[src/rtl/ip_sdram_arbiter_pkg.sv]
`default_nettype none
// ============================================================================
// Module   : ip_sdram_arbiter_pkg
// Brief    : State/owner encodings, defaults and byte-lane helper for the
//            SDRAM port arbiter.
// Revision : 1.0 - initial release
// ============================================================================
package ip_sdram_arbiter_pkg;

    localparam int REFRESH_INTERVAL_DEFAULT = 320;
    localparam int REFRESH_CNT_W_DEFAULT    = 9;

    typedef enum logic [1:0] {
        S_IDLE   = 2'd0,
        S_ISSUE  = 2'd1,
        S_SETTLE = 2'd2,
        S_WAIT   = 2'd3
    } arb_state_t;

    typedef enum logic [1:0] {
        OWN_NONE  = 2'd0,
        OWN_RFSH  = 2'd1,
        OWN_VIDEO = 2'd2,
        OWN_CPU   = 2'd3
    } arb_owner_t;

    function automatic logic [7:0] byte_select(input logic [31:0] word,
                                               input logic [1:0]  lane);
        return word[8*lane +: 8];
    endfunction

endpackage
`default_nettype wire

[src/rtl/ip_sdram_refresh_timer.sv]
`default_nettype none
// ============================================================================
// Module   : ip_sdram_refresh_timer
// Brief    : Free-running refresh interval counter with a single-entry
//            "refresh owed" flag.
// Revision : 1.0 - initial release
// ============================================================================
module ip_sdram_refresh_timer
    import ip_sdram_arbiter_pkg::*;
#(
    parameter int REFRESH_INTERVAL = REFRESH_INTERVAL_DEFAULT,
    parameter int REFRESH_CNT_W    = REFRESH_CNT_W_DEFAULT
) (
    input  logic clk,
    input  logic reset_n,
    input  logic hold,
    input  logic clear,
    output logic rfsh_pend
);

    localparam logic [REFRESH_CNT_W-1:0] c_last_cnt = REFRESH_CNT_W'(REFRESH_INTERVAL - 1);

    logic [REFRESH_CNT_W-1:0] r_count_q, w_count_d;
    logic                     r_pend_q,  w_pend_d;

    always_comb begin
        w_count_d = r_count_q;
        w_pend_d  = r_pend_q;
        if (hold) begin
            w_count_d = '0;
            w_pend_d  = 1'b0;
        end else begin
            if (clear) begin
                w_pend_d = 1'b0;
            end
            // A wrap while a refresh is still owed just leaves the flag set.
            if (r_count_q == c_last_cnt) begin
                w_count_d = '0;
                w_pend_d  = 1'b1;
            end else begin
                w_count_d = r_count_q + REFRESH_CNT_W'(1);
            end
        end
    end

    always_ff @(posedge clk) begin
        if (!reset_n) begin
            r_count_q <= '0;
            r_pend_q  <= 1'b0;
        end else begin
            r_count_q <= w_count_d;
            r_pend_q  <= w_pend_d;
        end
    end

    assign rfsh_pend = r_pend_q;

endmodule
`default_nettype wire

[src/rtl/ip_sdram_arbiter.sv]
`default_nettype none
// ============================================================================
// Module   : ip_sdram_arbiter
// Brief    : Shares one ip_sdram port between refresh, video fetch and a CPU
//            window. Optional macro SDRAM_ARB_CPU_FAIR_EN lets a pending CPU
//            request win the arbitration that follows a video grant.
// Revision : 1.0 - initial release
// ============================================================================
module ip_sdram_arbiter
    import ip_sdram_arbiter_pkg::*;
#(
    parameter int REFRESH_INTERVAL = REFRESH_INTERVAL_DEFAULT,
    parameter int REFRESH_CNT_W    = REFRESH_CNT_W_DEFAULT
) (
    input  logic        clk,
    input  logic        reset_n,
    input  logic        video_req,
    input  logic [22:0] video_address,
    output logic        video_ack,
    output logic [31:0] video_rdata,
    output logic        video_rdata_en,
    input  logic        cpu_req,
    input  logic        cpu_wr,
    input  logic [22:0] cpu_address,
    input  logic [7:0]  cpu_wdata,
    output logic        cpu_ack,
    output logic [7:0]  cpu_rdata,
    output logic        cpu_rdata_en,
    input  logic        sdram_init_busy,
    input  logic        sdram_busy,
    input  logic [31:0] sdram_rdata,
    input  logic        sdram_rdata_en,
    output logic        mreq_n,
    output logic        wr_n,
    output logic        rd_n,
    output logic        rfsh_n,
    output logic [22:0] address,
    output logic [7:0]  wdata
);

    arb_state_t  r_state_q,          w_state_d;
    arb_owner_t  r_owner_q,          w_owner_d;
    logic        r_own_wr_q,         w_own_wr_d;
    logic [1:0]  r_lane_q,           w_lane_d;
    logic        r_data_done_q,      w_data_done_d;
    logic        r_mreq_n_q,         w_mreq_n_d;
    logic        r_wr_n_q,           w_wr_n_d;
    logic        r_rd_n_q,           w_rd_n_d;
    logic        r_rfsh_n_q,         w_rfsh_n_d;
    logic [22:0] r_address_q,        w_address_d;
    logic [7:0]  r_wdata_q,          w_wdata_d;
    logic        r_video_ack_q,      w_video_ack_d;
    logic        r_cpu_ack_q,        w_cpu_ack_d;
    logic [31:0] r_video_rdata_q,    w_video_rdata_d;
    logic        r_video_rdata_en_q, w_video_rdata_en_d;
    logic [7:0]  r_cpu_rdata_q,      w_cpu_rdata_d;
    logic        r_cpu_rdata_en_q,   w_cpu_rdata_en_d;

    logic w_rfsh_pend;
    logic w_can_grant;
    logic w_grant;
    logic w_cpu_first;
    logic w_pick_video;
    logic w_pick_cpu;
    logic w_rd_owner;
    logic w_rd_ret;

    ip_sdram_refresh_timer #(
        .REFRESH_INTERVAL (REFRESH_INTERVAL),
        .REFRESH_CNT_W    (REFRESH_CNT_W)
    ) u_refresh_timer (
        .clk       (clk),
        .reset_n   (reset_n),
        .hold      (sdram_init_busy),
        .clear     (w_grant && w_rfsh_pend),
        .rfsh_pend (w_rfsh_pend)
    );

    assign w_can_grant  = (r_state_q == S_IDLE) && !sdram_init_busy && !sdram_busy;
    assign w_grant      = w_can_grant && (w_rfsh_pend || video_req || cpu_req);
    assign w_pick_video = !w_rfsh_pend && video_req && !w_cpu_first;
    assign w_pick_cpu   = !w_rfsh_pend && !w_pick_video && cpu_req;

`ifdef SDRAM_ARB_CPU_FAIR_EN
    // Remembers that video won last time so a waiting CPU gets the next slot.
    logic r_last_video_q, w_last_video_d;

    always_comb begin
        w_last_video_d = r_last_video_q;
        if (w_grant && w_pick_video) begin
            w_last_video_d = 1'b1;
        end else if (w_grant && w_pick_cpu) begin
            w_last_video_d = 1'b0;
        end
    end

    always_ff @(posedge clk) begin
        if (!reset_n) begin
            r_last_video_q <= 1'b0;
        end else begin
            r_last_video_q <= w_last_video_d;
        end
    end

    assign w_cpu_first = r_last_video_q && cpu_req;
`else
    assign w_cpu_first = 1'b0;
`endif

    assign w_rd_owner = (r_owner_q == OWN_VIDEO) || ((r_owner_q == OWN_CPU) && !r_own_wr_q);
    assign w_rd_ret   = sdram_rdata_en && w_rd_owner &&
                        ((r_state_q == S_SETTLE) || (r_state_q == S_WAIT));

    always_comb begin
        w_state_d          = r_state_q;
        w_owner_d          = r_owner_q;
        w_own_wr_d         = r_own_wr_q;
        w_lane_d           = r_lane_q;
        w_data_done_d      = r_data_done_q;
        w_mreq_n_d         = 1'b1;
        w_wr_n_d           = 1'b1;
        w_rd_n_d           = 1'b1;
        w_rfsh_n_d         = 1'b1;
        w_address_d        = r_address_q;
        w_wdata_d          = r_wdata_q;
        w_video_ack_d      = 1'b0;
        w_cpu_ack_d        = 1'b0;
        w_video_rdata_d    = r_video_rdata_q;
        w_video_rdata_en_d = 1'b0;
        w_cpu_rdata_d      = r_cpu_rdata_q;
        w_cpu_rdata_en_d   = 1'b0;

        case (r_state_q)
            S_IDLE: begin
                if (w_grant) begin
                    w_state_d     = S_ISSUE;
                    w_mreq_n_d    = 1'b0;
                    w_data_done_d = 1'b0;
                    w_own_wr_d    = 1'b0;
                    if (w_rfsh_pend) begin
                        w_owner_d  = OWN_RFSH;
                        w_rfsh_n_d = 1'b0;
                    end else if (w_pick_video) begin
                        w_owner_d     = OWN_VIDEO;
                        w_rd_n_d      = 1'b0;
                        w_address_d   = video_address;
                        w_video_ack_d = 1'b1;
                    end else begin
                        w_owner_d   = OWN_CPU;
                        w_own_wr_d  = cpu_wr;
                        w_lane_d    = cpu_address[1:0];
                        w_address_d = cpu_address;
                        w_cpu_ack_d = 1'b1;
                        if (cpu_wr) begin
                            w_wr_n_d  = 1'b0;
                            w_wdata_d = cpu_wdata;
                        end else begin
                            w_rd_n_d = 1'b0;
                        end
                    end
                end
            end
            S_ISSUE:  w_state_d = S_SETTLE;
            S_SETTLE: w_state_d = S_WAIT;
            S_WAIT: begin
                // Data arriving in the same cycle busy drops also completes a read.
                if (!sdram_busy && (!w_rd_owner || r_data_done_q || w_rd_ret)) begin
                    w_state_d = S_IDLE;
                    w_owner_d = OWN_NONE;
                end
            end
            default: w_state_d = S_IDLE;
        endcase

        if (w_rd_ret) begin
            w_data_done_d = 1'b1;
            if (r_owner_q == OWN_VIDEO) begin
                w_video_rdata_d    = sdram_rdata;
                w_video_rdata_en_d = 1'b1;
            end else begin
                w_cpu_rdata_d    = byte_select(sdram_rdata, r_lane_q);
                w_cpu_rdata_en_d = 1'b1;
            end
        end
    end

    always_ff @(posedge clk) begin
        if (!reset_n) begin
            r_state_q          <= S_IDLE;
            r_owner_q          <= OWN_NONE;
            r_own_wr_q         <= 1'b0;
            r_lane_q           <= 2'd0;
            r_data_done_q      <= 1'b0;
            r_mreq_n_q         <= 1'b1;
            r_wr_n_q           <= 1'b1;
            r_rd_n_q           <= 1'b1;
            r_rfsh_n_q         <= 1'b1;
            r_address_q        <= '0;
            r_wdata_q          <= '0;
            r_video_ack_q      <= 1'b0;
            r_cpu_ack_q        <= 1'b0;
            r_video_rdata_q    <= '0;
            r_video_rdata_en_q <= 1'b0;
            r_cpu_rdata_q      <= '0;
            r_cpu_rdata_en_q   <= 1'b0;
        end else begin
            r_state_q          <= w_state_d;
            r_owner_q          <= w_owner_d;
            r_own_wr_q         <= w_own_wr_d;
            r_lane_q           <= w_lane_d;
            r_data_done_q      <= w_data_done_d;
            r_mreq_n_q         <= w_mreq_n_d;
            r_wr_n_q           <= w_wr_n_d;
            r_rd_n_q           <= w_rd_n_d;
            r_rfsh_n_q         <= w_rfsh_n_d;
            r_address_q        <= w_address_d;
            r_wdata_q          <= w_wdata_d;
            r_video_ack_q      <= w_video_ack_d;
            r_cpu_ack_q        <= w_cpu_ack_d;
            r_video_rdata_q    <= w_video_rdata_d;
            r_video_rdata_en_q <= w_video_rdata_en_d;
            r_cpu_rdata_q      <= w_cpu_rdata_d;
            r_cpu_rdata_en_q   <= w_cpu_rdata_en_d;
        end
    end

    assign mreq_n         = r_mreq_n_q;
    assign wr_n           = r_wr_n_q;
    assign rd_n           = r_rd_n_q;
    assign rfsh_n         = r_rfsh_n_q;
    assign address        = r_address_q;
    assign wdata          = r_wdata_q;
    assign video_ack      = r_video_ack_q;
    assign cpu_ack        = r_cpu_ack_q;
    assign video_rdata    = r_video_rdata_q;
    assign video_rdata_en = r_video_rdata_en_q;
    assign cpu_rdata      = r_cpu_rdata_q;
    assign cpu_rdata_en   = r_cpu_rdata_en_q;

endmodule
`default_nettype wire

[config.mk]
export PLATFORM = sky130hd
export DESIGN_NAME = ip_sdram_arbiter
export DESIGN_NICKNAME = d
export VERILOG_FILES = /design/src/rtl/ip_sdram_arbiter_pkg.sv /design/src/rtl/ip_sdram_refresh_timer.sv /design/src/rtl/ip_sdram_arbiter.sv
export SDC_FILE = /design/constraint.sdc
export NUM_CORES = 1
export LEC_CHECK = 0
export ABC_AREA = 1
export ABC_CLOCK_PERIOD_IN_PS = 2100
export BUFFER_PORTS_ARGS = -buffer_cell sky130_fd_sc_hd__buf_4
export CAP_MARGIN = 15
export CORE_MARGIN = 1.5
export CORE_UTILIZATION = 48
export CTS_BUF_LIST = sky130_fd_sc_hd__clkbuf_4 sky130_fd_sc_hd__clkbuf_8 sky130_fd_sc_hd__clkbuf_16
export DETAILED_ROUTE_END_ITERATION = 12
export PLACE_DENSITY = 0.85
export SETUP_SLACK_MARGIN = 0.4
export SKIP_CTS_REPAIR_TIMING = 1
export SYNTH_ARGS = -nofsm -noshare
export SYNTH_HDL_FRONTEND = slang
export SYNTH_SLANG_ARGS = --single-unit
[constraint.sdc]
create_clock -name clk -period 2.1 [get_ports clk]
set_input_delay 0.21 -clock clk [delete_from_list [all_inputs] [get_ports clk]]
set_output_delay 0.21 -clock clk [all_outputs]
set_load 0.01 [all_outputs]
==> flow_summary.toml <==
[status]
status = "completed"

[critical_path]
worstSetupStartpointType = "register"
cp.arrival_ns = 1.93
cp_slowest_cell = "dfxtp_1"
criticalPathCategory = "register to register"
required_ns = 2.40
cp_cell_sequence = "inv_1 -> ha_2 -> inv_1 -> nor2_2 -> nand3_4 -> inv_4 -> nand2_4 -> buf_12 -> a21oi_1 -> a21oi_1 -> nor2_1"
cp_max_fo = 12
end_kind = "register"
cp_slowest_stage_delay_ns = 0.34

[yosys]
ys_ff_latch = 97
postSynthCellCount = 547
synth_area_um2 = 4040
synth.area.top_cells = "dfxtp_1 48%, nor2_1 9.1%, a21oi_1 9.0%, nand2_1 8.9%, o21ai_0 6.4%"
post-synth-top-area-cell = "dfxtp_1"
yosys_warnings = 0
seq_area_frac_synth = 0.480
synth_top_cell_area_share = 0.480
ys_types = 25
synth_fp_nets = 645
syn_area_per_cell_um2 = 7.39

[sta]
tightest_slew_ns = 0.553
hold_ws_ns = 0.106
setup_viol = 0
rsz0062_at_grt = "no"
skew_ns = 0.00835
period_needed_ns = 1.64
fin_tns_setup_ns = 0
fmax_mhz = 611
period_share = 0.780
maxSlewHeadroom = 0.631
slew_viol_final = 0
finalHoldViolCount = 0

[grt]
gr-total-overflow = 0
antenna_found_initial = 0
grt_usage = 0.252
grt_pass1_wl_mm = 17.8
grt_pass1_vias = 3937
grt_max_degree = 48

[cts]
h-tree-depth = 3
clockRootBuffer = "clkbuf_8"
clkSlewWorstSetupHoldPaths_ns = 0.10
clk_latency_ns = 0.35
cts_sinks = 97
numCtsBuffers = 9
cts_tree = "built"
clockBufferDepth = 2

[worst_hold_path]
hold_path_class = "input port to register"

[route]
drt-total-wl_mm = 11.6
drc = 0
ant_nets = 0
first_iter_violations = 196
routedWlPerCell_um = 14.1
vias_per_cell = 5.17
drt-pass1-iter-count = 5
vias = 4268

[finish]
fin_nets = 813
final_area_um2 = 5810
syn_to_final_growth_pct = 43.9
diodes = 0
drive_gt1_frac = 0.350

[die]
num_rows = 33
die_w_um = 94.8
start_util = 0.494
ios = 173
die_area_um2 = 8980
core_um2 = 8180
die_y_um = 94.8

[job]
maxCapViolCount = 0

[pwr]
p_total_uw = 4390
peakVddDrop_v = 0.000454
leakagePower_uw = 0.00261
power_density_nw_per_um2 = 755

[placed_design]
placed_area_um2 = 5390
post-dp-hpwl_mm = 8.20
port_buffers = 172
routabilityCongestion = 0.826
## through the flow
stage / worst slack (ns) / util / std cells
final: 0.462 / 0.711 / 825
after global routing: 0.393 / 0.711 / 825
after CTS: 0.380 / 0.687 / 818
after detailed placement: 0.406 / 0.659 / 802
after global placement: 0.458 / 0.659 / 802
after floorplan: 0.538 / - / 547
## cells in the mapped netlist, drive strengths merged
| cell | n |
|---|---|
| nor2 | 106 |
| nand2 | 100 |
| dfxtp | 97 |
| a21oi | 85 |
| o21ai | 58 |
| inv | 32 |
| nand3 | 20 |
| clkbuf | 17 |
| buf | 13 |
| ha | 4 |
| nand4 | 4 |
| xor2 | 4 |
| clkinv | 3 |
| nor3 | 3 |
| or2 | 1 |
## kinds of logic (layout without fill, tap and decap cells)
group | Yosys count | after routing | synth area share
xor+xnor | 4 | 4 | 0.00867
flops | 97 | 97 | 0.480
fa+ha+maj | 4 | 4 | 0.0124
buf+inv | 65 | 238 | 0.0697
simple gates | 234 | 234 | 0.241
compound gates | 143 | 143 | 0.188
## registers in the layout, summed over array words and instances (netlist names)
name,flops
rd_n,1
r_owner_q,2
cpu_ack,1
video_rdata_en,1
r_own_wr_q,1
rfsh_n,1
u_refresh_timer.r_count_q,9
cpu_rdata_en,1
r_lane_q,2
r_state_q,2
video_rdata,32
mreq_n,1
wdata,8
address,23
video_ack,1
r_data_done_q,1
cpu_rdata,8
u_refresh_timer.rfsh_pend,1
wr_n,1
## cells in the final DEF, fill, tap and decap left out, drive strengths merged
cell type    n
buf        184
nor2       106
nand2      100
dfxtp       97
a21oi       85
o21ai       58
inv         34
nand3       20
clkbuf      12
nand4        4
xor2         4
ha           4
nor3         3
clkinvlp     3
clkinv       3
bufinv       2
or2          1
## worst paths after layout
| check | from | endpoint | slack (ns) | depth (start not counted) |
|---|---|---|---|---|
| setup / recovery | r_state_q[1] | address[0] | 0.46 | 11 |
| hold / removal | cpu_wdata[0] | wdata[0] | 0.11 | 3 |
| setup reg to reg | r_state_q[1] | address[0] | 0.46 | 11 |
| hold reg to reg | cpu_rdata[4] | cpu_rdata[4] | 0.47 | 2 |
## worst max-delay path, delay by kind of cell (launching register included)
family                   cells  cell delay (ns)
AND/OR/NAND/NOR              4             0.44
buffers and inverters        4             0.39
flip-flops                   1             0.34
AO/OA/AOI/OAI                2             0.22
adder cells (fa/ha/maj)      1             0.18
## layer usage
metal / global-route usage / up-vias / routed length, um
met3: 0.0725 / 18 / 1020
li1: - / 2106 / -
met5: 0 / - / 0
met1: 0.303 / 1954 / 4670
met4: 0.113 / 0 / 217
met2: 0.414 / 190 / 5720
## power by group
part / switching, uW / internal (uW)
Sequential: 90.2 / 1950
Combinational: 538 / 446
Clock: 657 / 708
Total: 1280 / 3100
## cell type report
class / count / area [um2]
clock buffer: 10 / 138
fill: 669 / 2360
timing repair inverter: 1 / 5.00
inverter: 35 / 138
timing repair buffer: 186 / 1460
tap: 105 / 131
multi-input combinational: 385 / 1910
sequential: 97 / 1940
clock inverter: 6 / 90.1
Note: power is estimated with default switching activity, not from simulation.
